File: src/rtl/hilo_div_ctrl_if.sv
`default_nettype none
// +----------------------------------------------------------------------+
// | Module   : hilo_div_ctrl_if                                          |
// | Brief    : Request/result bundle between pipeline and HI/LO divider. |
// | Revision : 1.0                                                       |
// +----------------------------------------------------------------------+
interface hilo_div_ctrl_if #(
   parameter int DW = 32
) ();
   logic          start_i;
   logic          signed_i;
   logic [DW-1:0] opdata1_i;
   logic [DW-1:0] opdata2_i;
   logic          annul_i;
   logic          stall_req_o;
   logic          hilo_we_o;
   logic [DW-1:0] hilo_hi_o;
   logic [DW-1:0] hilo_lo_o;

   modport master (
      output start_i, signed_i, opdata1_i, opdata2_i, annul_i,
      input  stall_req_o, hilo_we_o, hilo_hi_o, hilo_lo_o
   );

   modport slave (
      input  start_i, signed_i, opdata1_i, opdata2_i, annul_i,
      output stall_req_o, hilo_we_o, hilo_hi_o, hilo_lo_o
   );
endinterface
`default_nettype wire

File: src/rtl/hilo_div_ctrl.sv
`default_nettype none
// +----------------------------------------------------------------------+
// | Module   : hilo_div_ctrl                                             |
// | Brief    : Iterative restoring divider feeding the HI/LO register.   |
// | Revision : 1.0                                                       |
// +----------------------------------------------------------------------+
module hilo_div_ctrl #(
   parameter int DW = 32
) (
   input  wire logic       clk,
   input  wire logic       rst,
   hilo_div_ctrl_if.slave  bus
);
   localparam logic [1:0] c_idle = 2'd0;
   localparam logic [1:0] c_dbz  = 2'd1;
   localparam logic [1:0] c_on   = 2'd2;
   localparam logic [1:0] c_end  = 2'd3;

   logic [1:0]    r_state;
   logic [5:0]    r_cnt;
   logic          r_neg_q;
   logic          r_neg_r;
   logic [DW-1:0] r_quo;
   logic [DW-1:0] r_rem;
   logic [DW-1:0] r_div;
   logic [DW-1:0] r_hi;
   logic [DW-1:0] r_lo;

   logic          w_op1_neg;
   logic          w_op2_neg;
   logic [DW-1:0] w_op1_mag;
   logic [DW-1:0] w_op2_mag;
   logic          w_dbz;
   logic          w_accept;
   logic [DW:0]   w_shift;
   logic [DW:0]   w_diff;
   logic          w_qbit;
   logic [DW-1:0] w_rem_nx;
   logic [DW-1:0] w_quo_nx;
   logic [DW-1:0] w_lo_fix;
   logic [DW-1:0] w_hi_fix;
   logic          w_last;

   assign w_op1_neg = bus.signed_i & bus.opdata1_i[DW-1];
   assign w_op2_neg = bus.signed_i & bus.opdata2_i[DW-1];
   assign w_op1_mag = w_op1_neg ? (~bus.opdata1_i + 1'b1) : bus.opdata1_i;
   assign w_op2_mag = w_op2_neg ? (~bus.opdata2_i + 1'b1) : bus.opdata2_i;
   assign w_dbz     = (bus.opdata2_i == '0);
   assign w_accept  = (r_state == c_idle) && bus.start_i && !bus.annul_i;

   // Dividend bits shift out of r_quo into the partial remainder; quotient bits shift in behind.
   assign w_shift  = {r_rem, r_quo[DW-1]};
   assign w_diff   = w_shift - {1'b0, r_div};
   assign w_qbit   = ~w_diff[DW];
   assign w_rem_nx = w_qbit ? w_diff[DW-1:0] : w_shift[DW-1:0];
   assign w_quo_nx = {r_quo[DW-2:0], w_qbit};
   assign w_lo_fix = r_neg_q ? (~w_quo_nx + 1'b1) : w_quo_nx;
   assign w_hi_fix = r_neg_r ? (~w_rem_nx + 1'b1) : w_rem_nx;
   assign w_last   = (r_cnt == 6'(DW - 1));

   always_ff @(posedge clk or posedge rst) begin
      if (rst) begin
         r_state <= c_idle;
         r_cnt   <= '0;
         r_neg_q <= 1'b0;
         r_neg_r <= 1'b0;
         r_quo   <= '0;
         r_rem   <= '0;
         r_div   <= '0;
         r_hi    <= '0;
         r_lo    <= '0;
      end else begin
         case (r_state)
            c_idle: begin
               if (w_accept) begin
                  r_neg_q <= w_op1_neg ^ w_op2_neg;
                  r_neg_r <= w_op1_neg;
                  r_div   <= w_op2_mag;
                  r_rem   <= '0;
                  r_cnt   <= '0;
                  // Divide-by-zero reports the raw dividend, so keep it unconverted.
                  r_quo   <= w_dbz ? bus.opdata1_i : w_op1_mag;
                  r_state <= w_dbz ? c_dbz : c_on;
               end
            end
            c_dbz: begin
               if (bus.annul_i) begin
                  r_state <= c_idle;
               end else begin
                  r_lo    <= '1;
                  r_hi    <= r_quo;
                  r_state <= c_end;
               end
            end
            c_on: begin
               if (bus.annul_i) begin
                  r_state <= c_idle;
               end else begin
                  r_rem <= w_rem_nx;
                  r_quo <= w_quo_nx;
                  r_cnt <= r_cnt + 6'd1;
                  if (w_last) begin
                     r_lo    <= w_lo_fix;
                     r_hi    <= w_hi_fix;
                     r_state <= c_end;
                  end
               end
            end
            default: r_state <= c_idle;
         endcase
      end
   end

   assign bus.stall_req_o = !rst && (w_accept || (r_state == c_dbz) || (r_state == c_on));
   assign bus.hilo_we_o   = !rst && (r_state == c_end) && !bus.annul_i;
   assign bus.hilo_hi_o   = r_hi;
   assign bus.hilo_lo_o   = r_lo;
endmodule
`default_nettype wire

File: src/flat_wrapper.sv
// flat-port wrapper written by rule: the top's interface ports become plain ports
module hilo_div_ctrl_flat 
#(
   parameter int DW = 32
)
  (clk, rst, bus_start_i, bus_signed_i, bus_opdata1_i, bus_opdata2_i, bus_annul_i, bus_stall_req_o, bus_hilo_we_o, bus_hilo_hi_o, bus_hilo_lo_o);
  hilo_div_ctrl_if #(.DW(DW)) bus_i ();
  input  wire logic clk;
  input  wire logic rst;
  input wire logic [$bits(bus_i.start_i)-1:0] bus_start_i;
  input wire logic [$bits(bus_i.signed_i)-1:0] bus_signed_i;
  input wire logic [$bits(bus_i.opdata1_i)-1:0] bus_opdata1_i;
  input wire logic [$bits(bus_i.opdata2_i)-1:0] bus_opdata2_i;
  input wire logic [$bits(bus_i.annul_i)-1:0] bus_annul_i;
  output wire logic [$bits(bus_i.stall_req_o)-1:0] bus_stall_req_o;
  output wire logic [$bits(bus_i.hilo_we_o)-1:0] bus_hilo_we_o;
  output wire logic [$bits(bus_i.hilo_hi_o)-1:0] bus_hilo_hi_o;
  output wire logic [$bits(bus_i.hilo_lo_o)-1:0] bus_hilo_lo_o;
  assign bus_i.start_i = bus_start_i;
  assign bus_i.signed_i = bus_signed_i;
  assign bus_i.opdata1_i = bus_opdata1_i;
  assign bus_i.opdata2_i = bus_opdata2_i;
  assign bus_i.annul_i = bus_annul_i;
  assign bus_stall_req_o = bus_i.stall_req_o;
  assign bus_hilo_we_o = bus_i.hilo_we_o;
  assign bus_hilo_hi_o = bus_i.hilo_hi_o;
  assign bus_hilo_lo_o = bus_i.hilo_lo_o;
  hilo_div_ctrl #(.DW(DW)) u_core (.clk(clk), .rst(rst), .bus(bus_i));
endmodule
File: config.mk
export PLATFORM = sky130hd
export DESIGN_NAME = hilo_div_ctrl_flat
export DESIGN_NICKNAME = d
export VERILOG_FILES = /design/src/rtl/hilo_div_ctrl_if.sv /design/src/rtl/hilo_div_ctrl.sv /design/src/flat_wrapper.sv
export SDC_FILE = /design/constraint.sdc
export NUM_CORES = 1
export LEC_CHECK = 0
export CAP_MARGIN = 15
export CORE_AREA = 2 2 180 182
export CTS_CLUSTER_DIAMETER = 30
export CTS_CLUSTER_SIZE = 40
export DETAILED_ROUTE_END_ITERATION = 12
export DIE_AREA = 0 0 182 184
export GPL_TIMING_DRIVEN = 0
export HOLD_SLACK_MARGIN = 0.02
export PLACE_DENSITY_LB_ADDON = 0.08
export SETUP_SLACK_MARGIN = 0.05
export SYNTH_ARGS = -nofsm -noshare
export SYNTH_HDL_FRONTEND = slang
export SYNTH_SLANG_ARGS = --single-unit
File: constraint.sdc
create_clock -name clk -period 5.2 [get_ports clk]
set_input_delay 0.78 -clock clk [delete_from_list [all_inputs] [get_ports clk]]
set_output_delay 0.78 -clock clk [all_outputs]
set_load 0.02 [all_outputs]
==> summary.md, run 1 <==
| Metric | Value |
|---|---|
| Post-Syn Nets | `1616` |
| Post-route cell area | `around 0.015 mm^2` |
| Post-Syn Area | `roughly 0.012 mm^2` |
| Crit-path max FO | `10` |
| Max Cap Viol | `0` |
| H-tree depth | `4` |
| CTS root buf | `clkbuf_16` |
| Leak | `6.18 nW` |
| Outcome | `completed` |
| Die width | `~180 um` |
| Syn-to-layout area delta | `22.5%` |
| I/O Buffers | `about 130` |
| CTS Buf Count | `17` |
| Post-synthesis instance total | `approximately 1.5k` |
| CP arrival | `approximately 5.2 ns` |
| Inserted Diodes | `0` |
| Antenna violations before repair | `0` |
| Clock slew at reported path FFs | `~0.08 ns` |
| Number of nets in the layout | `1785` |
| Slew headroom | `just over 40%` |
| Routability cong. | `approximately 0.9` |
| Initial core utilization | `39.7%` |
| RSZ-0062 raised after global routing | `no` |
| Minimum clock period | `4.94 ns` |
| Share of cells above drive strength 1 | `about 8.4%` |
| Commonest non-fill, non-tap cell in the layout | `nand2_1` |
| Setup Skew | `around 0.018 ns` |
| Vias per inst | `around 5.8` |
| CTS tree | `done` |
| Drc violations | `0` |
| Async S/R FF share, synth | `100%` |
| Worst Path Class, Setup | `reg2reg` |
| Sequential area share after synthesis | `around 34%` |
| Tcrit/Tclk final | `between 90% and 100%` |
| Post-synth top flop | `dfrtp_1` |
| Most frequent cells in the layout | `215 x nand2_1, 180 x o21ai_0, 162 x dfrtp_1` |
| CP Capture Type | `flip-flop` |
| WP data required | `5.49 ns` |
| Worst Max-Slew Pin Slew | `0.884 ns` |
| Core area | `about 0.031 mm^2` |
| Total Routing Usage GR | `between 20% and 30%` |
| Vias in the first global route | `around 12k` |
| WL/cell | `20.7 um` |
| Pwr Density | `542 mW/mm^2` |
| Die height | `around 180 um` |
| Worst skew pair latency | `about 0.45 ns` |
| Final Hold Viols | `0` |
| Global-route wire length before repair | `roughly 67000 um` |
| DRT antenna net count | `0` |
| Full die area | `between 0.03 and 0.04 mm^2` |
| Placed Area | `0.0144 mm^2` |
| Rows | `65` |
| Max clock buf depth | `2` |
| Post-synth EDFFs | `0` |
| Final setup fails | `0` |
| Fmax | `approximately 0.20 GHz` |
| Num ports | `135` |
| Max Slew Vio Count | `0` |
| Clk sink count | `between 150 and 200` |
| Total wire length | `between 40000 and 50000 um` |
| Initial DRC Count | `912` |
| Flops & latches, synth | `between 150 and 200` |
| Largest net degree at the start of global routing | `40` |
| Vias post-DR | `~12k` |
| Synth Area per Inst | `approximately 8.3 um^2` |
| Yosys synthesis warning count | `0` |
| Gr ovfl total | `0` |
| Overall power | `approximately 8.3 mW` |
| HP Class | `reg2reg` |
| Library cells used by synthesis | `between 70 and 80` |
| Max VDD drop | `around 260 uV` |
| Pre-Repair DR Iteration Count | `5` |
| Sum Neg Setup Slack | `0 ns` |
| Hold buffers post-CTS | `0` |
| Startpoint types | `flip-flop` |
| Detail Placement HPWL | `33900 um` |
-- registers in the layout, indices dropped and copies added (netlist names) --
register	flops
u_core.r_rem	32
u_core.bus.hilo_lo_o	32
u_core.r_cnt	6
u_core.r_neg_r	1
u_core.r_neg_q	1
u_core.r_quo	32
u_core.bus.hilo_hi_o	32
u_core.r_div	32
u_core.r_state	2
-- cells in the mapped netlist (30+ instances only) --
master	number	area [um^2]
xor2_1	62	543
o22a_1	32	280
nor2_1	85	319
inv_1	57	214
o21ai_0	181	906
a21oi_1	97	485
dfrtp_1	170	4250
nand2_1	216	811
ha_1	42	526
clkbuf_1	61	229
mux2i_1	41	410
xnor2_1	71	622
nor3_1	30	150
-- per-layer routing --
| metal | vias up | GRT usage [%] | part of all wire (%) |
|---|---|---|---|
| li1 | 5737 | - | - |
| met1 | 5963 | 36.9 | 47 |
| met2 | 408 | 41.6 | 46 |
| met3 | 35 | 3.94 | 6.2 |
| met4 | 0 | 5.42 | 1.1 |
| met5 | - | 0 | 0 |
-- metrics by stage --
step | setup WS (ns) | cells | hold slack [ns] | util, %
global placement | -0.860 | 2040 | 0.465 | 45.6
CTS | 0.0805 | 2083 | 0.490 | 48.3
global route | 0.0712 | 2088 | 0.506 | 48.7
finish | 0.260 | 2088 | 0.482 | 48.7
detailed placement | -0.944 | 2044 | 0.473 | 45.9
floorplan | 0.621 | 1504 | 0.450 | -
-- worst paths after layout --
| check | slack [ns] | startpoint | end | depth (start not counted) |
|---|---|---|---|---|
| max in group asynchronous | 3.39 | rst | u_core.r_rem[6]$_DFFE_PP0P_ | 4 |
| worst max register to register | 0.26 | u_core.r_rem[12]$_DFFE_PP0P_ | u_core.bus.hilo_hi_o[30]$_DFFE_PP0P_ | 22 |
| min in group asynchronous | 0.87 | rst | u_core.r_rem[30]$_DFFE_PP0P_ | 2 |
| worst max-delay path | 0.26 | u_core.r_rem[12]$_DFFE_PP0P_ | u_core.bus.hilo_hi_o[30]$_DFFE_PP0P_ | 22 |
| worst min register to register | 0.48 | u_core.r_div[26]$_DFFE_PP0P_ | u_core.r_div[26]$_DFFE_PP0P_ | 2 |
| worst min-delay path | 0.48 | u_core.r_div[26]$_DFFE_PP0P_ | u_core.r_div[26]$_DFFE_PP0P_ | 2 |
-- kinds of logic (layout without fill, tap and decap cells) --
kind of cell,count (synthesis),in the layout,share of synthesized area [%]
DFF,170,170,34.1
and+or+nand+nor,490,490,18.9
muxes,60,60,5.00
AOI/OAI and AO/OA,468,468,23.8
adders and majority gates,43,43,4.37
xor gates and xnor gates,133,133,9.34
buffers and inverters,140,322,4.50
-- critical path, stage by stage, from the launching register on --
cell        delay, ns
dfrtp_2          0.47
ha_4             0.29
buf_6            0.13
nand2_1          0.10
a211o_1          0.30
and3_4           0.20
a2111oi_4        0.38
o211a_1          0.27
clkinvlp_4       0.17
buf_8            0.16
buf_4            0.18
buf_6            0.17
mux2i_1          0.13
inv_1            0.11
ha_4             0.15
inv_1            0.08
nor4b_4          0.38
nand2_1          0.14
o41ai_2          0.29
o21ba_2          0.22
a41oi_1          0.14
xor2_1           0.20
o21ai_1          0.09
-- where the power goes --
part           internal [mW]  switching [mW]
clock network          0.691           0.639
registers               1.83           0.542
logic                   1.92            2.67
total                   4.44            3.85
-- layout make-up --
type	count	area (um^2)
fill	3131	16100
multi-input combinational	1194	7800
sequential	170	4260
timing repair buffer	151	1520
tap	402	503
clock buffer	18	429
buffer	82	372
inverter	57	221
clock inverter	14	173
-- repair_timing --
item,CTS,global route
pin swaps,8,7
endpoints found under the setup margin,21,10
gates cloned,0,0
buffers inserted,7,6
gates resized for setup,27,19
Note: power is estimated with default switching activity, not from simulation.
==> inputs of run 2 (changes only) <==
- PLACE_DENSITY: default -> 0.73
- PLACE_DENSITY_LB_ADDON: 0.08 -> default
==> run 2 against run 1 <==
Net effect:
- maximum frequency down 1.0%
- combinational power about the same
- worst setup slack got worse by 0.051 ns
- die area unchanged
- routed wire length fell by 4.2%
- sequential power barely moved
- via count grew 1.3%
- sequential share of layout area is 0.28 points higher
- critical path type unchanged
==> summary.md, run 2 (synthesis gave the netlist of run 1 again) <==
| Metric | Value |
|---|---|
| Max Cap Viol | `0 (unchanged)` |
| Sw frac | `47.2% (+0.67 points)` |
| Sum Neg Setup Slack | `0 ns (unchanged)` |
| Share of cells above drive strength 1 | `6.85% (-1.6 points)` |
| Slew headroom | `40.3% (-0.80 points)` |
| Part of the power in registers | `28.6% (about the same)` |
| Minimum clock period | `4.99 ns (+0.0508 ns)` |
| CP max stage cell | `dfrtp_1` |
| Number of nets in the layout | `1779 (-0.34%)` |
| Routability cong. | `0.944 (+5.9%)` |
| Num ports | `135 (unchanged)` |
| Overall power | `8.19 mW (-1.2%)` |
| CP most frequent cell | `buf_4` |
| Crit path cell chain | `ha_1 > buf_4 > nand2_1 > a211o_1 > and3_4 > a2111oi_4 > o211a_1 > clkinvlp_4 > buf_4 > buf_4 > mux2i_1 > inv_1 > ha_1 > inv_1 > nor4b_4 > mux2i_1 > nand3b_1 > o31ai_4 > o21ai_1 > xnor2_1 > o21ai_1` |
| CP Capture Type | `flip-flop` |
| Die width | `182 um (unchanged)` |
| I/O Buffers | `134 (unchanged)` |
| Most frequent cells in the layout | `216 x nand2_1, 180 x o21ai_0, 169 x dfrtp_1` |
| Die height | `184 um (unchanged)` |
| Full die area | `0.0335 mm^2 (unchanged)` |
| Worst Path Class, Setup | `reg2reg` |
| Vias in the first global route | `11.9k (+2.1%)` |
| Startpoint types | `flip-flop` |
| CP arrival | `5.30 ns (+0.07 ns)` |
| Drc violations | `0 (unchanged)` |
| Max clock buf depth | `2 (unchanged)` |
| CTS tree | `done` |
| Setup Skew | `0.0164 ns (-0.00167 ns)` |
| Outcome | `completed` |
| Clk sink count | `170 (unchanged)` |
| WL/cell | `19.8 um (-3.9%)` |
| Vias post-DR | `12.3k (+1.3%)` |
| Total wire length | `41300 um (-4.2%)` |
| Core area | `0.0314 mm^2 (unchanged)` |
| Combinational power share | `55.7% (+0.3 points)` |
| Initial DRC Count | `1362 (+49%)` |
| Rows | `65 (unchanged)` |
| Tcrit/Tclk final | `96.0% (+0.98 points)` |
| Commonest non-fill, non-tap cell in the layout | `nand2_1` |
| Vias per inst | `5.91 (+1.6%)` |
| Register area | `0.00426 mm^2 (-0.21%)` |
| Leak | `6.14 nW (-0.72%)` |
| HP Class | `reg2reg` |
| H-tree depth | `4 (unchanged)` |
| Cell-internal power | `4.33 mW (-2.4%)` |
| Max incr delay on CP | `0.49 ns (+0.02 ns)` |
| RSZ-0062 raised after global routing | `yes` |
| Crit path buf inv count | `6 (-1)` |
| Crit-path max FO | `10 (unchanged)` |
| Clk pwr share | `15.7% (-0.3 points)` |
| Pwr Density | `543 mW/mm^2 (about the same)` |
| Inserted Diodes | `0 (unchanged)` |
| Detail Placement HPWL | `32300 um (-4.8%)` |
| Total Routing Usage GR | `24.7% (-1.2 points)` |
| DRT antenna net count | `0 (unchanged)` |
| Max Slew Vio Count | `0 (unchanged)` |
| Pre-Repair DR Iteration Count | `7 (+2)` |
| # fillers | `3017 (-3.6%)` |
| Worst Max-Slew Pin Slew | `0.896 ns (+0.0120 ns)` |
| Max VDD drop | `270 uV (+2.7%)` |
| Sw power | `3.86 mW (+0.23%)` |
| Global-route wire length before repair | `65200 um (-2.4%)` |
| WP data required | `5.51 ns (+0.02 ns)` |
| CTS root buf | `clkbuf_16` |
| Final Hold Viols | `0 (unchanged)` |
| Largest delay contributor family on the critical path | `compound AO/OA/AOI/OAI gates` |
| Largest net degree at the start of global routing | `43 (+7.5%)` |
| Clock slew at reported path FFs | `0.07 ns (about the same)` |
| Worst skew pair latency | `0.45 ns (about the same)` |
| Initial core utilization | `39.7% (unchanged)` |
| Syn-to-layout area delta | `21.0%` |
| Final setup fails | `0 (unchanged)` |
| Multi-input combinational cell area | `0.00772 mm^2 (-1.1%)` |
| CTS Buf Count | `17 (unchanged)` |
| Antenna violations before repair | `0 (unchanged)` |
| Fmax | `0.200 GHz (-1.0%)` |
| Gr ovfl total | `0 (unchanged)` |
==> run 2: cell count changes in the layout (fill, tap and decap cells not counted), sizes merged <==
cell / delta
bufinv: -1
buf: -6
clkbuf: -1
clkinvlp: +2
==> run 2: area by class of cell <==
cell class / count / share of cell area (%)
Buffer: 82 / 2.30
Clock buffer: 17 / 2.82
Clock inverter: 15 / 1.03
Inverter: 57 / 1.47
Multi-Input combinational cell: 1194 / 51.1
Sequential cell: 170 / 28.2
Tap cell: 402 / 3.33
Timing Repair Buffer: 145 / 9.76
==> run 2: per-stage QoR <==
stage | hold slack (ns) | setup WS [ns] | area (um^2) | util, % | cells
after floorplan | 0.450 | 0.621 | 12500 | - | 1504
after global placement | 0.465 | -0.764 | 14300 | 45.6 | 2040
after detailed placement | 0.472 | -0.814 | 14400 | 45.9 | 2044
after CTS | 0.488 | 0.0716 | 15000 | 47.9 | 2076
after global routing | 0.509 | 0.0200 | 15100 | 48.1 | 2082
final | 0.482 | 0.210 | 15100 | 48.1 | 2082
==> run 2: power by group through the flow <==
stage	logic, mW	registers (mW)	clock network [mW]
6_report	4.56	2.34	1.29
4_1_cts	4.47	2.33	1.30
5_1_grt	4.96	2.41	1.35
3_3_place_gp	4.34	2.33	0
3_5_place_dp	4.42	2.35	0
2_1_floorplan	2.73	2.44	0
==> run 2: path summary, 6_finish.rpt <==
kind	startpoint	endpoint	slack, ns	cells after the start
min in group asynchronous	rst	u_core.r_div[30]$_DFFE_PP0P_	0.88	2
setup / recovery	u_core.r_rem[12]$_DFFE_PP0P_	u_core.bus.hilo_hi_o[26]$_DFFE_PP0P_	0.21	21
hold reg to reg	u_core.bus.hilo_hi_o[0]$_DFFE_PP0P_	u_core.bus.hilo_hi_o[0]$_DFFE_PP0P_	0.48	2
setup reg to reg	u_core.r_rem[12]$_DFFE_PP0P_	u_core.bus.hilo_hi_o[26]$_DFFE_PP0P_	0.21	21
max in group asynchronous	rst	u_core.bus.hilo_hi_o[10]$_DFFE_PP0P_	3.11	5
hold / removal	u_core.bus.hilo_hi_o[0]$_DFFE_PP0P_	u_core.bus.hilo_hi_o[0]$_DFFE_PP0P_	0.48	2
==> run 2: worst reg2reg max path: cells and delay by family (launching register included) <==
kind | cells | cell delay (ns)
AO/OA/AOI/OAI | 6 | 1.49
buffers and inverters | 6 | 0.99
AND/OR/NAND/NOR | 4 | 0.86
adder cells (fa/ha/maj) | 2 | 0.54
flip-flops | 1 | 0.49
multiplexers | 2 | 0.29
XOR/XNOR | 1 | 0.20
==> run 2: timing repair <==
| item | in CTS | in global routing |
|---|---|---|
| pin swaps | 0 | 2 |
| setup endpoints to repair | 21 | 12 |
| gates resized for setup | 12 | 2 |
| hold buffers | 0 | 0 |
| setup buffers | 1 | 6 |
==> run 2: layer usage <==
layer | routed length [um] | part of all wire, % | up-vias | track usage, %
li1 | - | - | 5735 | -
met1 | 17900 | 43 | 5919 | 33.1
met2 | 18900 | 46 | 563 | 39.5
met3 | 3490 | 8.4 | 82 | 5.73
met4 | 1040 | 2.5 | 0 | 7.84
met5 | 0 | 0 | - | 0
==> inputs of run 3 (changes only) <==
- CTS_CLUSTER_DIAMETER: 30 -> 40
==> results of run 3 <==
Final layout, timing and power as in run 2 (identical DEF).
